--- src/rtl/instruction_fetch_pkg.sv ---
// Shared definitions for the instruction fetch stage.
// Contents:
//   DefDataWidth / DefAddrWidth / DefResetPc : default parameter values
//   FS_RUN / FS_HALT                          : fetch FSM encodings (fstate debug output)
package instruction_fetch_pkg;

  localparam int unsigned DefDataWidth = 16;
  localparam int unsigned DefAddrWidth = 8;
  localparam int unsigned DefResetPc   = 0;

  localparam logic [0:0] FS_RUN  = 1'b0;
  localparam logic [0:0] FS_HALT = 1'b1;

endpackage

--- src/rtl/instruction_fetch_buffer.sv ---
// Two-entry FIFO of {pc, word} pairs that sits between the ROM read port and the
// instruction-register load.
// Ports:
//   clk_i, rst_ni              : clock, synchronous active-low reset
//   push_i, push_pc_i/word_i   : write a returned ROM word at the tail
//   pop_i                      : remove the head entry (ignored when empty)
//   flush_i                    : discard all entries; wins over push
//   head_pc_o, head_word_o     : head entry (zero after reset)
//   count_o                    : occupancy 0..2
module instruction_fetch_buffer #(
  parameter int unsigned DataWidth = 16,
  parameter int unsigned AddrWidth = 8
) (
  input  logic                 clk_i,
  input  logic                 rst_ni,
  input  logic                 push_i,
  input  logic [AddrWidth-1:0] push_pc_i,
  input  logic [DataWidth-1:0] push_word_i,
  input  logic                 pop_i,
  input  logic                 flush_i,
  output logic [AddrWidth-1:0] head_pc_o,
  output logic [DataWidth-1:0] head_word_o,
  output logic [1:0]           count_o
);

  logic [AddrWidth-1:0] pc0_q, pc0_d, pc1_q, pc1_d;
  logic [DataWidth-1:0] wd0_q, wd0_d, wd1_q, wd1_d;
  logic [1:0]           count_q, count_d;
  logic                 pop_eff;
  logic [1:0]           wr_idx;

  assign pop_eff = pop_i && (count_q != 2'd0);

  always_comb begin
    pc0_d   = pc0_q;
    pc1_d   = pc1_q;
    wd0_d   = wd0_q;
    wd1_d   = wd1_q;
    count_d = count_q;
    wr_idx  = count_q - {1'b0, pop_eff};
    if (flush_i) begin
      count_d = 2'd0;
    end else begin
      // Pop shifts entry 1 into the head; the push then lands in the first free slot.
      if (pop_eff) begin
        pc0_d = pc1_q;
        wd0_d = wd1_q;
      end
      if (push_i) begin
        if (wr_idx == 2'd0) begin
          pc0_d = push_pc_i;
          wd0_d = push_word_i;
        end else begin
          pc1_d = push_pc_i;
          wd1_d = push_word_i;
        end
      end
      count_d = count_q + {1'b0, push_i} - {1'b0, pop_eff};
    end
  end

  always_ff @(posedge clk_i) begin
    if (!rst_ni) begin
      pc0_q   <= '0;
      pc1_q   <= '0;
      wd0_q   <= '0;
      wd1_q   <= '0;
      count_q <= 2'd0;
    end else begin
      pc0_q   <= pc0_d;
      pc1_q   <= pc1_d;
      wd0_q   <= wd0_d;
      wd1_q   <= wd1_d;
      count_q <= count_d;
    end
  end

  assign head_pc_o   = pc0_q;
  assign head_word_o = wd0_q;
  assign count_o     = count_q;

endmodule

--- src/rtl/instruction_fetch.sv ---
// Fetch stage: walks the PC, reads the synchronous ROM (1-cycle latency) and hands words to
// the instruction-register load over a valid/ready handshake, via a 2-entry skid buffer.
// Ports:
//   clock, resetnot        : clock, synchronous active-low reset
//   rom_addr / rom_q       : ROM read address (= pc) and data returned the next cycle
//   instr, instr_pc        : head-of-buffer word and its address
//   instr_valid/ready      : handshake; a transfer pops the head and bumps fetch_count
//   redirect, redirect_pc  : flush and restart fetch at redirect_pc
//   halt                   : level; stops new ROM reads while buffered words drain
//   pc, fetch_count, fstate: next issue address, accepted count, FSM state (debug)
module instruction_fetch
  import instruction_fetch_pkg::*;
#(
  parameter int unsigned DATA_WIDTH = DefDataWidth,
  parameter int unsigned ADDR_WIDTH = DefAddrWidth,
  parameter int unsigned RESET_PC   = DefResetPc
) (
  input  logic                  clock,
  input  logic                  resetnot,
  output logic [ADDR_WIDTH-1:0] rom_addr,
  input  logic [DATA_WIDTH-1:0] rom_q,
  output logic [DATA_WIDTH-1:0] instr,
  output logic [ADDR_WIDTH-1:0] instr_pc,
  output logic                  instr_valid,
  input  logic                  instr_ready,
  input  logic                  redirect,
  input  logic [ADDR_WIDTH-1:0] redirect_pc,
  input  logic                  halt,
  output logic [ADDR_WIDTH-1:0] pc,
  output logic [15:0]           fetch_count,
  output logic                  fstate
);

  localparam logic [ADDR_WIDTH-1:0] PcOne   = ADDR_WIDTH'(1);
  localparam logic [ADDR_WIDTH-1:0] PcReset = ADDR_WIDTH'(RESET_PC);

  logic [ADDR_WIDTH-1:0] pc_q, pc_d;
  logic [ADDR_WIDTH-1:0] infl_pc_q;
  logic                  infl_q;
  logic [0:0]            fstate_q, fstate_d;
  logic [15:0]           count_q, count_d;
  logic [1:0]            occ;
  logic [2:0]            used;
  logic                  transfer;
  logic                  issue;

  assign instr_valid = (occ != 2'd0);
  assign transfer    = instr_valid && instr_ready;

  // A transfer this cycle frees its slot at the same edge, so it returns a credit immediately;
  // without that, ready=1 streaming would bubble every other word.
  assign used  = 3'(occ) + 3'(infl_q) - 3'(transfer);
  assign issue = (fstate_q == FS_RUN) && !redirect && (used < 3'd2);

  always_comb begin
    pc_d = pc_q;
    if (redirect) begin
      pc_d = redirect_pc;
    end else if (issue) begin
      pc_d = pc_q + PcOne;
    end
    fstate_d = halt ? FS_HALT : FS_RUN;
    count_d  = count_q + 16'(transfer);
  end

  always_ff @(posedge clock) begin
    if (!resetnot) begin
      pc_q      <= PcReset;
      infl_q    <= 1'b0;
      infl_pc_q <= '0;
      fstate_q  <= FS_RUN;
      count_q   <= 16'd0;
    end else begin
      pc_q      <= pc_d;
      infl_q    <= issue;
      // Only meaningful while infl_q is set: the address issued in the previous cycle.
      infl_pc_q <= pc_q;
      fstate_q  <= fstate_d;
      count_q   <= count_d;
    end
  end

  instruction_fetch_buffer #(
    .DataWidth(DATA_WIDTH),
    .AddrWidth(ADDR_WIDTH)
  ) u_buffer (
    .clk_i      (clock),
    .rst_ni     (resetnot),
    .push_i     (infl_q),
    .push_pc_i  (infl_pc_q),
    .push_word_i(rom_q),
    .pop_i      (transfer),
    .flush_i    (redirect),
    .head_pc_o  (instr_pc),
    .head_word_o(instr),
    .count_o    (occ)
  );

  assign rom_addr    = pc_q;
  assign pc          = pc_q;
  assign fetch_count = count_q;
  assign fstate      = fstate_q[0];

endmodule
--- config.mk ---
export PLATFORM = sky130hd
export DESIGN_NAME = instruction_fetch
export DESIGN_NICKNAME = d
export VERILOG_FILES = /design/src/rtl/instruction_fetch_pkg.sv /design/src/rtl/instruction_fetch_buffer.sv /design/src/rtl/instruction_fetch.sv
export SDC_FILE = /design/constraint.sdc
export NUM_CORES = 1
export LEC_CHECK = 0
export ABC_CLOCK_PERIOD_IN_PS = 2800
export CAP_MARGIN = 20
export CORE_MARGIN = 2
export CORE_UTILIZATION = 41
export DETAILED_ROUTE_END_ITERATION = 12
export PLACE_DENSITY = 0.7
export SETUP_SLACK_MARGIN = 0.1
export SLEW_MARGIN = 25
export SYNTH_ARGS = -nofsm -noshare
export SYNTH_HDL_FRONTEND = slang
export SYNTH_SLANG_ARGS = --single-unit
--- constraint.sdc ---
create_clock -name clock -period 2.8 [get_ports clock]
set_input_delay 0.56 -clock clock [delete_from_list [all_inputs] [get_ports clock]]
set_output_delay 0.56 -clock clock [all_outputs]
set_load 0.01 [all_outputs]
==> metrics.md <==
| Metric | Value |
|---|---|
| Critical path arrival | `2.79 ns` |
| Synth Net Count | `434` |
| Max Slew Vio Count | `0` |
| Cell taking the most area after synthesis | `dfxtp_1` |
| Final hold vios | `0` |
| Final HPWL DP | `5860 um` |
| Synthesis Warnings | `0` |
| Max clock buf depth | `2` |
| Total routed wirelength | `8740 um` |
| Post-Syn Instances | `398` |
| Most used DFF post-synth | `dfxtp_1` |
| Nets | `520` |
| CP Max Fanout | `4` |
| Initial Util | `41.7%` |
| Average vias per placed instance | `5.30` |
| Buffers on Ports | `86` |
| Count of final setup violators | `0` |
| Worst hold path class | `reg -> reg` |
| DRT antenna net count | `0` |
| Final Non-Filler Cells | `594` |
| Largest family of logic cells by synthesized area | `compound AO/OA/AOI/OAI gates` |
| CP required | `3.03 ns` |
| Share of the synthesized area in the top cell type | `49.8%` |
| Synth Cell Area | `3380 sq um` |
| FF+latch count, synth | `84` |
| Crit path capture type | `register` |
| Count leader, synth | `dfxtp_1` |
| Antenna violations before repair | `0` |
| Result of the run | `finished clean` |
| Startpoint types | `register` |
| Drt first pass iters | `4` |
| Setup CP Type | `reg -> reg` |
| Netlist cell types | `45` |
| Clock sink total | `84` |
| Power per cell area | `526 nW/um^2` |
| Leakage power | `1.74 nW` |
| RD Place Congestion | `0.876` |
| Die Width | `94.8 um` |
| Reg clk slew, reported paths | `0.08 ns` |
| Layout Skew | `0.0113 ns` |
| Avg Cell Area, Syn | `8.48 sq um` |
| Die Ht | `94.8 um` |
| Cell Rows | `33` |
| Area grow syn2layout | `38.2%` |
| Routed vias | `3149` |
| Share of cells above drive strength 1 | `10.2%` |
| Routed len/inst | `14.7 um` |
| Simple-gate share of the synthesized area | `17.2%` |
| RSZ-0062 raised after global routing | `false` |
| Post-Synth Adder-Cell Area | `2.82%` |
| Setup ws final | `0.246 ns` |
| Grt ovf | `0` |
| Number of I/O pins | `87` |
| CORE AREA | `8090 sq um` |
| Largest net degree at the start of global routing | `35` |
| Antenna diode count | `0` |
| Number of global-route vias before repair | `3051` |
| F_max | `392 MHz` |
| Global-route wire length before repair | `14400 um` |
| GRT Overall Usage | `20.4%` |
| Commonest cells in the netlist | `dfxtp_1 (84), nand2_1 (68), a21oi_1 (55)` |
| Worst skew pair latency | `0.34 ns` |
| Drt initial violations | `166` |
| Die area | `8980 sq um` |
| DR DRC count | `0` |
| Tmin final | `2.55 ns` |
| CTS HTree Levels | `3` |
| Post-synthesis sequential area ratio | `49.8%` |
| Largest cells by area after synthesis | `dfxtp_1 (50%), a21oi_1 (8.2%), nand2_1 (7.6%), o22ai_1 (4.4%), o21ai_0 (3.9%)` |
| Num CTS Buffers | `9` |
| Fin crit share | `91.2%` |
| Max-Cap Viols | `0` |
| Inst Count DP | `576` |
| Post-synthesis mux area share | `1.19%` |
| Post-synth ARST share | `0%` |
| Post-synthesis compound-gate area fraction | `20.6%` |
| Worst vdd rail ir drop | `0.000286 V` |
| Worst-Margin Slew | `0.355 ns` |
| Root Buffer | `clkbuf_8` |
| TritonCTS clock tree | `yes` |
| Synth Area in XOR/XNOR | `2.33%` |
| EDFF count, synth | `0` |
| Slew margin rel. | `76.3%` |
| Placement Setup Slack | `-0.378 ns` |
[worst max-delay path: stages (launching register included)]
cell	delay (ns)
dfxtp_1	0.39
o21ai_2	0.20
inv_2	0.07
ha_4	0.26
inv_1	0.03
ha_1	0.17
inv_1	0.06
fa_1	0.42
nor2b_4	0.16
and3_1	0.20
a32o_1	0.26
a22o_1	0.22
[what timing repair did]
| action | CTS | global route |
|---|---|---|
| resized for setup | 4 | 2 |
| endpoints found under the setup margin | 5 | 8 |
| pin swaps | 3 | 1 |
| hold buffers | 0 | 0 |
| endpoints found under the hold margin | 0 | 0 |
| buffers inserted | 1 | 1 |
[area by class of cell]
class / instances / area (sq um)
Inverter: 14 / 52.6
Clock inverter: 6 / 48.8
Tap cell: 105 / 131
Clock buffer: 10 / 138
Timing Repair Buffer: 107 / 1060
Sequential cell: 84 / 1680
Multi-Input combinational cell: 268 / 1550
Fill cell: 743 / 3430
[path summary, 6_finish.rpt]
| check | startpoint | to | slack (ns) | cells after the start |
|---|---|---|---|---|
| max | u_buffer.count_o[1] | pc[2] | 0.25 | 11 |
| min | u_buffer.wd1_q[5] | u_buffer.wd1_q[5] | 0.46 | 2 |
| max reg2reg | u_buffer.count_o[1] | pc[2] | 0.25 | 11 |
| min reg2reg | u_buffer.wd1_q[5] | u_buffer.wd1_q[5] | 0.46 | 2 |
[cells by family after synthesis]
group                      Yosys count
adders and majority gates            7
DFF                                 84
and+or+nand+nor                    125
xor gates and xnor gates             9
buffers and inverters               46
AOI/OAI and AO/OA                  123
muxes                                4
[routing by layer]
layer	vias to the layer above	global-route usage (%)	routed length (um)
met5	-	0	0
met3	6	4.23	478
met2	97	33.1	4210
li1	1563	-	-
met1	1483	27.3	3980
met4	0	6.52	70
[flip-flops by register name, summed over array words and instances (netlist names)]
register and flops:
u_buffer.pc1_q 8, pc 8, infl_q 1, u_buffer.head_word_o 16, infl_pc_q 8, u_buffer.count_o 2, u_buffer.head_pc_o 8, fstate 1
u_buffer.wd1_q 16, fetch_count 16
[stage by stage]
stage / hold slack (ns) / power, mW / util (%) / setup TNS (ns) / instance area, sq um
after global routing: 0.478 / 2.58 / 57.7 / 0 / 4670
after CTS: 0.458 / 2.48 / 57.4 / 0 / 4650
final: 0.457 / 2.45 / 57.7 / 0 / 4670
after floorplan: 0.432 / 1.48 / - / 0 / 3430
after detailed placement: 0.446 / 1.68 / 54.9 / -2.16 / 4440
after global placement: 0.437 / 1.67 / 54.9 / -1.49 / 4440
[layout by cell type (no fill, tap or decap), drive strengths merged, types with 3 or more instances in the layout]
master and n:
a21oi 56, xnor2 4, nand3 10, nor2 16, nand4 4, dfxtp 84, ha 6, clkinv 4
or4 3, inv 14, and3 4, clkbuf 10, a211oi 4, and2 7, nand2 68, or3 5
a31oi 3, buf 21, mux2i 4, xor2 5, o21ai 26, clkdlybuf4s50 85, o22ai 24
[where the power goes]
part           leakage, nW  internal, mW  switching (mW)  total (mW)
logic                0.967         0.202           0.177       0.379
registers            0.682          1.24          0.0390        1.28
clock network       0.0904         0.354           0.439       0.793
total                 1.74          1.80           0.655        2.45
Power figures use the tool's default switching activity.
